`src/rtl/spi_pkg.sv`:
```
// SPI peripheral shared definitions: controller states, default geometry and
// control-register field offsets.
// Pure declarations; no logic, no latency, no flow control.
package spi_pkg;

    typedef enum logic [2:0] {
        ST_IDLE      = 3'd0,
        ST_START     = 3'd1,
        ST_LOAD      = 3'd2,
        ST_SHIFT     = 3'd3,
        ST_BYTE_DONE = 3'd4,
        ST_CHECK     = 3'd5,
        ST_DONE      = 3'd6
    } spi_state_t;

    // Default geometry: 10 MHz system clock / (2*5) = 1 MHz SCLK.
    localparam int CLK_DIV_DEF = 5;
    localparam int DATA_W_DEF  = 8;
    localparam int ADDR_W_DEF  = 9;

    // Control register layout.
    localparam int CTRL_SEND_BIT = 0;
    localparam int CTRL_ALL1_BIT = 1;
    localparam int CTRL_ALL0_BIT = 2;
    localparam int CTRL_NEND_LSB = 3;
    localparam int CTRL_NEND_W   = 9;

    function automatic logic is_busy(input spi_state_t s);
        return s != ST_IDLE;
    endfunction

endpackage

```
`src/rtl/spi_sclk_gen.sv`:
```
// SPI clock generator: half-period divider producing a mode-0 SCLK and edge strobes.
// Latency: strobes are combinational and coincide with the clk_i edge that flips sclk.
// Backpressure: none; runs only while en=1, returns to sclk=0 / zero counts on clr.
//
// Ports:
//   clk_i, rst       system clock, synchronous active-low reset
//   clr              restart: sclk low, divider and bit count zeroed
//   en               advance the divider this cycle
//   sclk             registered SPI clock, idles low
//   rise_stb         this cycle's clk_i edge takes sclk 0->1
//   fall_stb         this cycle's clk_i edge takes sclk 1->0
//   bit_cnt          number of falling edges completed since clr
module spi_sclk_gen #(
    parameter int CLK_DIV = 5,
    parameter int BITS    = 8
) (
    input  logic                      clk_i,
    input  logic                      rst,
    input  logic                      clr,
    input  logic                      en,
    output logic                      sclk,
    output logic                      rise_stb,
    output logic                      fall_stb,
    output logic [$clog2(BITS)-1:0]   bit_cnt
);

    localparam int DIV_W  = $clog2(CLK_DIV);
    localparam int BCNT_W = $clog2(BITS);

    logic [DIV_W-1:0] div_cnt;
    logic             half_end;

    assign half_end = (div_cnt == DIV_W'(CLK_DIV - 1));
    assign rise_stb = en && half_end && !sclk;
    assign fall_stb = en && half_end && sclk;

    always_ff @(posedge clk_i) begin
        if (!rst || clr) begin
            div_cnt <= '0;
            sclk    <= 1'b0;
            bit_cnt <= '0;
        end else if (en) begin
            if (half_end) begin
                div_cnt <= '0;
                sclk    <= !sclk;
                if (sclk) begin
                    bit_cnt <= bit_cnt + BCNT_W'(1);
                end
            end else begin
                div_cnt <= div_cnt + DIV_W'(1);
            end
        end
    end

endmodule

```
`src/rtl/spi_transaction_ctrl.sv`:
```
// SPI mode-0 transaction controller: sequences CS, byte loads from TX RAM, MSB-first shifting, RX RAM writes.
// Latency: START at the edge after send_i seen in IDLE; each byte takes 16*CLK_DIV+3 cycles.
// Backpressure: none; control fields are captured on start and later changes are ignored until IDLE.
//
// Ports:
//   clk_i, rst                       system clock, synchronous active-low reset
//   send_i, n_tx_end_i,
//   all_1s_i, all_0s_i               control register fields (length = n_tx_end_i+1 bytes)
//   byte_cnt_i, fin_trans_i          external byte counter value and terminal flag
//   cnt_en_o, cnt_rst_o              byte counter increment / clear pulses
//   tx_addr_o, tx_data_i             TX RAM read port (combinational data)
//   rx_we_o, rx_addr_o, rx_data_o    RX RAM write port
//   send_clr_o                       clears the send bit at the end of a transaction
//   busy_o                           high outside IDLE
//   sclk_o, mosi_o, miso_i, cs_o     SPI pins (cs_o active-low)
module spi_transaction_ctrl
    import spi_pkg::*;
#(
    parameter int CLK_DIV = CLK_DIV_DEF,
    parameter int DATA_W  = DATA_W_DEF,
    parameter int ADDR_W  = ADDR_W_DEF
) (
    input  logic              clk_i,
    input  logic              rst,
    input  logic              send_i,
    input  logic [ADDR_W-1:0] n_tx_end_i,
    input  logic              all_1s_i,
    input  logic              all_0s_i,
    input  logic [ADDR_W:0]   byte_cnt_i,
    input  logic              fin_trans_i,
    output logic              cnt_en_o,
    output logic              cnt_rst_o,
    output logic [ADDR_W-1:0] tx_addr_o,
    input  logic [DATA_W-1:0] tx_data_i,
    output logic              rx_we_o,
    output logic [ADDR_W-1:0] rx_addr_o,
    output logic [DATA_W-1:0] rx_data_o,
    output logic              send_clr_o,
    output logic              busy_o,
    output logic              sclk_o,
    output logic              mosi_o,
    input  logic              miso_i,
    output logic              cs_o
);

    localparam int BCNT_W = $clog2(DATA_W);

    spi_state_t          state;
    spi_state_t          state_nxt;

    logic [DATA_W-1:0]   shift_reg;
    logic                miso_bit;
    logic [ADDR_W-1:0]   n_end_q;
    logic                all1_q;
    logic                all0_q;

    logic                sclk;
    logic                rise_stb;
    logic                fall_stb;
    logic [BCNT_W-1:0]   bit_cnt;
    logic                last_fall;

    logic [ADDR_W:0]     end_cnt;
    logic                own_fin;
    logic                fin;
    logic [DATA_W-1:0]   load_val;

    spi_sclk_gen #(
        .CLK_DIV (CLK_DIV),
        .BITS    (DATA_W)
    ) u_sclk_gen (
        .clk_i    (clk_i),
        .rst      (rst),
        .clr      (state == ST_LOAD),
        .en       (state == ST_SHIFT),
        .sclk     (sclk),
        .rise_stb (rise_stb),
        .fall_stb (fall_stb),
        .bit_cnt  (bit_cnt)
    );

    assign last_fall = fall_stb && (bit_cnt == BCNT_W'(DATA_W - 1));

    // The external counter compares against the live control field. While that
    // field still matches the value captured at start its flag is trusted;
    // once software has rewritten it mid-transfer, the captured length decides.
    assign end_cnt = {1'b0, n_end_q} + {{ADDR_W{1'b0}}, 1'b1};
    assign own_fin = (byte_cnt_i == end_cnt);
    assign fin     = (n_tx_end_i == n_end_q) ? fin_trans_i : own_fin;

    // all_1s has priority over all_0s.
    assign load_val = all1_q ? {DATA_W{1'b1}} :
                      all0_q ? {DATA_W{1'b0}} : tx_data_i;

    always_ff @(posedge clk_i) begin
        if (!rst) begin
            state <= ST_IDLE;
        end else begin
            state <= state_nxt;
        end
    end

    always_comb begin
        state_nxt  = state;
        cs_o       = 1'b0;
        cnt_rst_o  = 1'b0;
        cnt_en_o   = 1'b0;
        rx_we_o    = 1'b0;
        send_clr_o = 1'b0;
        busy_o     = is_busy(state);
        case (state)
            ST_IDLE: begin
                cs_o = 1'b1;
                if (send_i) begin
                    state_nxt = ST_START;
                end
            end
            ST_START: begin
                cnt_rst_o = 1'b1;
                state_nxt = ST_LOAD;
            end
            ST_LOAD: begin
                state_nxt = ST_SHIFT;
            end
            ST_SHIFT: begin
                if (last_fall) begin
                    state_nxt = ST_BYTE_DONE;
                end
            end
            ST_BYTE_DONE: begin
                rx_we_o   = 1'b1;
                cnt_en_o  = 1'b1;
                state_nxt = ST_CHECK;
            end
            ST_CHECK: begin
                // Counter has already absorbed this byte's increment here.
                state_nxt = fin ? ST_DONE : ST_LOAD;
            end
            ST_DONE: begin
                cs_o       = 1'b1;
                send_clr_o = 1'b1;
                state_nxt  = ST_IDLE;
            end
            default: begin
                cs_o      = 1'b1;
                state_nxt = ST_IDLE;
            end
        endcase
    end

    always_ff @(posedge clk_i) begin
        if (!rst) begin
            shift_reg <= '0;
            miso_bit  <= 1'b0;
            n_end_q   <= '0;
            all1_q    <= 1'b0;
            all0_q    <= 1'b0;
        end else begin
            if (state == ST_IDLE && send_i) begin
                n_end_q <= n_tx_end_i;
                all1_q  <= all_1s_i;
                all0_q  <= all_0s_i;
            end
            if (state == ST_LOAD) begin
                shift_reg <= load_val;
            end else if (fall_stb) begin
                shift_reg <= {shift_reg[DATA_W-2:0], miso_bit};
            end
            // Sampled on the rising SCLK edge, shifted in on the following falling edge.
            if (rise_stb) begin
                miso_bit <= miso_i;
            end
        end
    end

    assign sclk_o    = sclk;
    assign mosi_o    = shift_reg[DATA_W-1];
    assign rx_data_o = shift_reg;
    assign tx_addr_o = byte_cnt_i[ADDR_W-1:0];
    assign rx_addr_o = byte_cnt_i[ADDR_W-1:0];

endmodule

```
`config.mk`:
```
export PLATFORM = sky130hd
export DESIGN_NAME = spi_transaction_ctrl
export DESIGN_NICKNAME = d
export VERILOG_FILES = /design/src/rtl/spi_pkg.sv /design/src/rtl/spi_sclk_gen.sv /design/src/rtl/spi_transaction_ctrl.sv
export SDC_FILE = /design/constraint.sdc
export NUM_CORES = 1
export LEC_CHECK = 0
export ABC_AREA = 1
export BUFFER_PORTS_ARGS = -buffer_cell sky130_fd_sc_hd__buf_2
export CAP_MARGIN = 20
export CORE_UTILIZATION = 55
export DETAILED_ROUTE_END_ITERATION = 10
export PLACE_DENSITY_LB_ADDON = 0.12
export SLEW_MARGIN = 15
export SYNTH_ARGS = -nofsm -noshare
export SYNTH_HDL_FRONTEND = slang
export SYNTH_SLANG_ARGS = --single-unit
```
`constraint.sdc`:
```
create_clock -name clk_i -period 2.54 [get_ports clk_i]
set_input_delay 0.127 -clock clk_i [delete_from_list [all_inputs] [get_ports clk_i]]
set_output_delay 0.127 -clock clk_i [all_outputs]
set_load 0.1 [all_outputs]
```
Yosys cells after proc, flatten, opt, wreduce, memory -nomap -nowiden. Cells that the tools add are included.

Equal/unequal tests: 12. Mux-type cells: 14. Reduce and logical (&&, ||, !) cells: 15. Add/subtract/negate cells: 3.

Operators with widths (count): 8-bit two-way mux (4); 3-bit case mux with 6 select lines (1); 3-bit equality test (second input constant) (5); 3-bit two-way mux (4); 9-bit by 1-bit adder with 10-bit output (second input constant) (1); 10-bit equality test (1); 9-bit equality test (1); 3-bit by 1-bit adder with 3-bit output (second input constant) (2); 3-bit by 2-bit equality test with 1-bit output (second input constant) (2); 1-bit logical AND (5); 1-bit two-way mux (5); 5-bit OR reduction (1); 2-bit inequality test (second input constant) (2); 2-bit AND reduction (2); 3-bit by 1-bit equality test with 1-bit output (second input constant) (1); 3-bit zero test (1); 3-bit AND reduction (1); 3-bit nonzero test (1); 1-bit zero test (2); 2-bit nonzero test (1); 1-bit logical OR (1).

Output and inout bits: 34. Flip-flop bits (word level): 30.

Longest topological paths before layout.
Word-level depth: 6. Depth in mapped cells: 14. Mapped depth without buffers: 14.

Hierarchy. Synthesis repeated with hierarchy kept, for this count alone.

Cell total of the unflattened synthesis: 331. Area, all modules: 2052.0 um^2.

Modules (own cells, without submodules): spi_transaction_ctrl (area an instance 1685.4 um^2, sequential area each 460.4 um^2, times used 1, cells each 283); spi_sclk_gen (area an instance 366.6 um^2, sequential area each 140.1 um^2, times used 1, cells each 48).

Least setup slack after synthesis. Ideal clock, no wire load.

Path kind: register to output. Start point: register state[2]. End point: output rx_we_o. Cell stages (with the launch flop): 4. Data required time: 2.413 ns. Arrival: 3.108 ns. Path slack: -0.695 ns. Path through: dfxtp_1 -> inv_1 -> nor3_1 -> buf_4.

Cells in the longest elaborated chain, start to end: 2.

RTL lines: start: declaration (line spi_transaction_ctrl.sv:48) `spi_state_t state;`; start signal: assignment (line spi_transaction_ctrl.sv:99) `state <= state_nxt;`; 3-bit equality test; 1-bit two-way mux; end: declaration (line spi_transaction_ctrl.sv:35) `output logic rx_we_o,`.

No other way between the ends.

Worst setup path after layout.
Start point: register state[0]. End point: output cs_o.

Cells in the longest elaborated chain, start to end: 3. Elaborated cells between the ends (all ways): 7.

RTL lines: 3-bit equality test, or another cell as far along (line spi_transaction_ctrl.sv:111) `case (state)`; 5-bit OR reduction (no source line) (*); 1-bit two-way mux (*) (line spi_transaction_ctrl.sv:111); end: declaration (line spi_transaction_ctrl.sv:43) `output logic cs_o`.

Mark *: on every way between the ends. The rest lies on a longest branch, timed or not.

==> impl_metrics.json <==
{
  "fin_hold_ws_ns": 0.1218,
  "io_pins": 68,
  "diodes": 0,
  "critPathRequiredTime_ns": 2.41,
  "async_reset_ff_share_pct": 0,
  "grt_max_degree": 23,
  "coreArea_um2": 3468,
  "grt_first_pass_wirelength_um": 7590,
  "clk_latency_ns": 0.28,
  "routed_wl_um": 4301,
  "crit_fanout": 7,
  "hpwl_um": 3276,
  "finalWeightedCongestion": 0.8245,
  "synth_area_leaders": "dfxtp_1 (29%), nand2_1 (17%), a21oi_1 (8.0%)",
  "cts_made_buffers": 5,
  "setup_violations": 0,
  "synthFlopType": "dfxtp_1",
  "arrival_ns": 1.62,
  "rsz0062_at_grt": "no",
  "startpoint_type": "flip-flop",
  "finalWorstSetupSlack_ns": 0.7966,
  "antenna_found_initial": 0,
  "power_leakage_nw": 1.198,
  "min-delay-start": "all_1s_i",
  "grt.overflow.total": 0,
  "yosysWarnings": 0,
  "initial_core_util_pct": 59.27,
  "crit_family": "buffers and inverters",
  "min_path_type": "input port to flip-flop",
  "syn_area_um2": 2056,
  "portBuffers": 67,
  "cts_buffer_depth": 2,
  "reg2reg_slack_ns": 0.87,
  "fmax_ghz": 0.5736,
  "root_buffer": "clkbuf_8",
  "grt.total_usage_pct": 24.07,
  "fin_crit_ns": 1.743,
  "fillCellCount": 332,
  "dieArea_um2": 3986,
  "clock-sinks": 30,
  "drt_pass1_iterations": 5,
  "vdd_drop_max_mv": 0.6142,
  "relSlewSlack_pct": 54.66,
  "slowest_delay_ns": 0.51,
  "die_h_um": 63.14,
  "maxSlewViolCount": 0,
  "synth_fp_nets": 360,
  "cap_violations": 0,
  "nets": 408,
  "cp-end-kind": "output pin",
  "min_period_over_period_pct": 68.64,
  "synthCells": 321,
  "multi_input_area_um2": 1104,
  "worstSetupStartpoint": "state[0]$_SDFFE_PN0P_",
  "ys_seq_area_share_pct": 29.21,
  "wire_per_inst_um": 10.34,
  "drtIter0Drc": 126,
  "tightest_slew_ns": 0.6783,
  "synth-seq-cells": 30,
  "tritoncts": "yes",
  "dieWidth_um": 63.14,
  "drt.antenna.violating_nets": 0,
  "cts_hold_buf": 0,
  "final_util_pct": 68.58,
  "regArea_um2": 600.6,
  "yosys.area_share.simple_pct": 30.37,
  "vias": 1991,
  "final.setup.tns_ns": 0,
  "drcViolationCount": 0,
  "synth_edf_count": 0,
  "layout_common_cells": "nand2_1 (91), buf_2 (67), inv_1 (39)",
  "post_cts_buffers": 0,
  "synth_xor_area_share_pct": 4.687,
  "rows": 21,
  "synth.largest_area_cell": "dfxtp_1",
  "hold_viol_final": 0,
  "synthAdderAreaFrac_pct": 3.043,
  "status": "completed",
  "crit_path_cell_trace": "nor2_2 > inv_2 > nor2_8 > a21oi_1 > buf_2",
  "syn_avg_cell_area_um2": 6.404,
  "ys_types": 33,
  "crit_type": "flip-flop to output pin",
  "power_density_nw_per_um2": 802.4,
  "path_clk_slew_ns": 0.06,
  "area_delta_synth_final_pct": 15.70,
  "cp.buffers_inverters": 2,
  "skew_ns": 0.008062,
  "place_ws_ns": 0.8824,
  "final_layout_size_suffix_gt1_share_pct": 23.78,
  "synth_compound_area_share_pct": 15.34,
  "synthMuxAreaShare_pct": 0,
  "grt_pass1_vias": 1775,
  "via_per_inst": 4.786,
  "htree_levels": 2,
  "synth.top_cell.area_share_pct": 29.21,
  "final_common_cell": "nand2_1",
  "reg2reg_from": "n_end_q[1]$_SDFFE_PN0P_",
  "synth_top_family_by_area": "simple AND/OR/NAND/NOR gates",
  "cp_slowest_cell": "dfxtp_1",
  "cts-resized-gates": 0
}
-- tightest hold or removal path, cell delays in order --
cell	delay, ns
buf_2	0.07
o21ai_0	0.07
a21oi_1	0.10
-- cells in the mapped netlist (2+ instances only) --
| cell | count |
|---|---|
| nand2_1 | 91 |
| xnor2_1 | 8 |
| inv_1 | 39 |
| o21ai_0 | 16 |
| o21ai_1 | 8 |
| buf_4 | 20 |
| clkbuf_1 | 3 |
| ha_1 | 5 |
| xor2_1 | 3 |
| inv_2 | 2 |
| dfxtp_1 | 30 |
| nor2_2 | 2 |
| nor3_1 | 3 |
| a21oi_1 | 33 |
| nand4_1 | 2 |
| nor2_4 | 2 |
| nand3_1 | 12 |
| nor2_1 | 26 |
| inv_4 | 2 |
-- stage by stage --
| step | instances | instance area, µm² | total power, mW |
|---|---|---|---|
| final | 416 | 2379 | 1.909 |
| after global routing | 416 | 2379 | 2.023 |
| after CTS | 416 | 2379 | 1.914 |
| after detailed placement | 408 | 2272 | 1.449 |
| after global placement | 408 | 2272 | 1.439 |
| after floorplan | 321 | 2061 | 1.334 |
-- layout make-up --
class,count,share of cell area (%)
inverter,45,7.365
clock buffer,7,3.209
clock inverter,1,1.262
tap,46,2.420
sequential,30,25.25
multi-input combinational,220,46.40
timing repair buffer,67,14.10
-- registers in the layout (all words and copies together), names as in the netlist --
name,cells
u_sclk_gen.bit_cnt,3
all0_q,1
n_end_q,9
u_sclk_gen.sclk,1
u_sclk_gen.div_cnt,3
all1_q,1
miso_bit,1
state,3
rx_data_o,8
-- routing by layer --
layer | routed length [µm] | track usage, % | part of all wire [%]
met1 | 2186 | 32.59 | 51
met2 | 1827 | 37.37 | 42
met3 | 230 | 5.072 | 5.3
met4 | 57 | 8.721 | 1.3
met5 | 0 | 0 | 0
-- worst paths after layout --
path / to / depth (start not counted)
min reg2reg: u_sclk_gen.bit_cnt[1]$_SDFFE_PP0P_ / 2
min: all1_q$_SDFFE_PN0P_ / 3
max reg2reg: state[2]$_SDFFE_PN0P_ / 11
max: cs_o / 5
-- kinds of logic (layout without fill, tap and decap cells) --
| logic type | count (synthesis) | after routing |
|---|---|---|
| compound gates | 61 | 61 |
| xor+xnor | 11 | 11 |
| buf+inv | 71 | 120 |
| simple gates | 143 | 143 |
| flops | 30 | 30 |
| fa+ha+maj | 5 | 5 |
-- where the power goes --
part           internal [mW]  total, mW  switching (mW)
sequential             0.525      0.602          0.0767
combinational          0.191      0.840           0.649
clock                  0.293      0.466           0.173
Note: power is estimated with default switching activity, not from simulation.
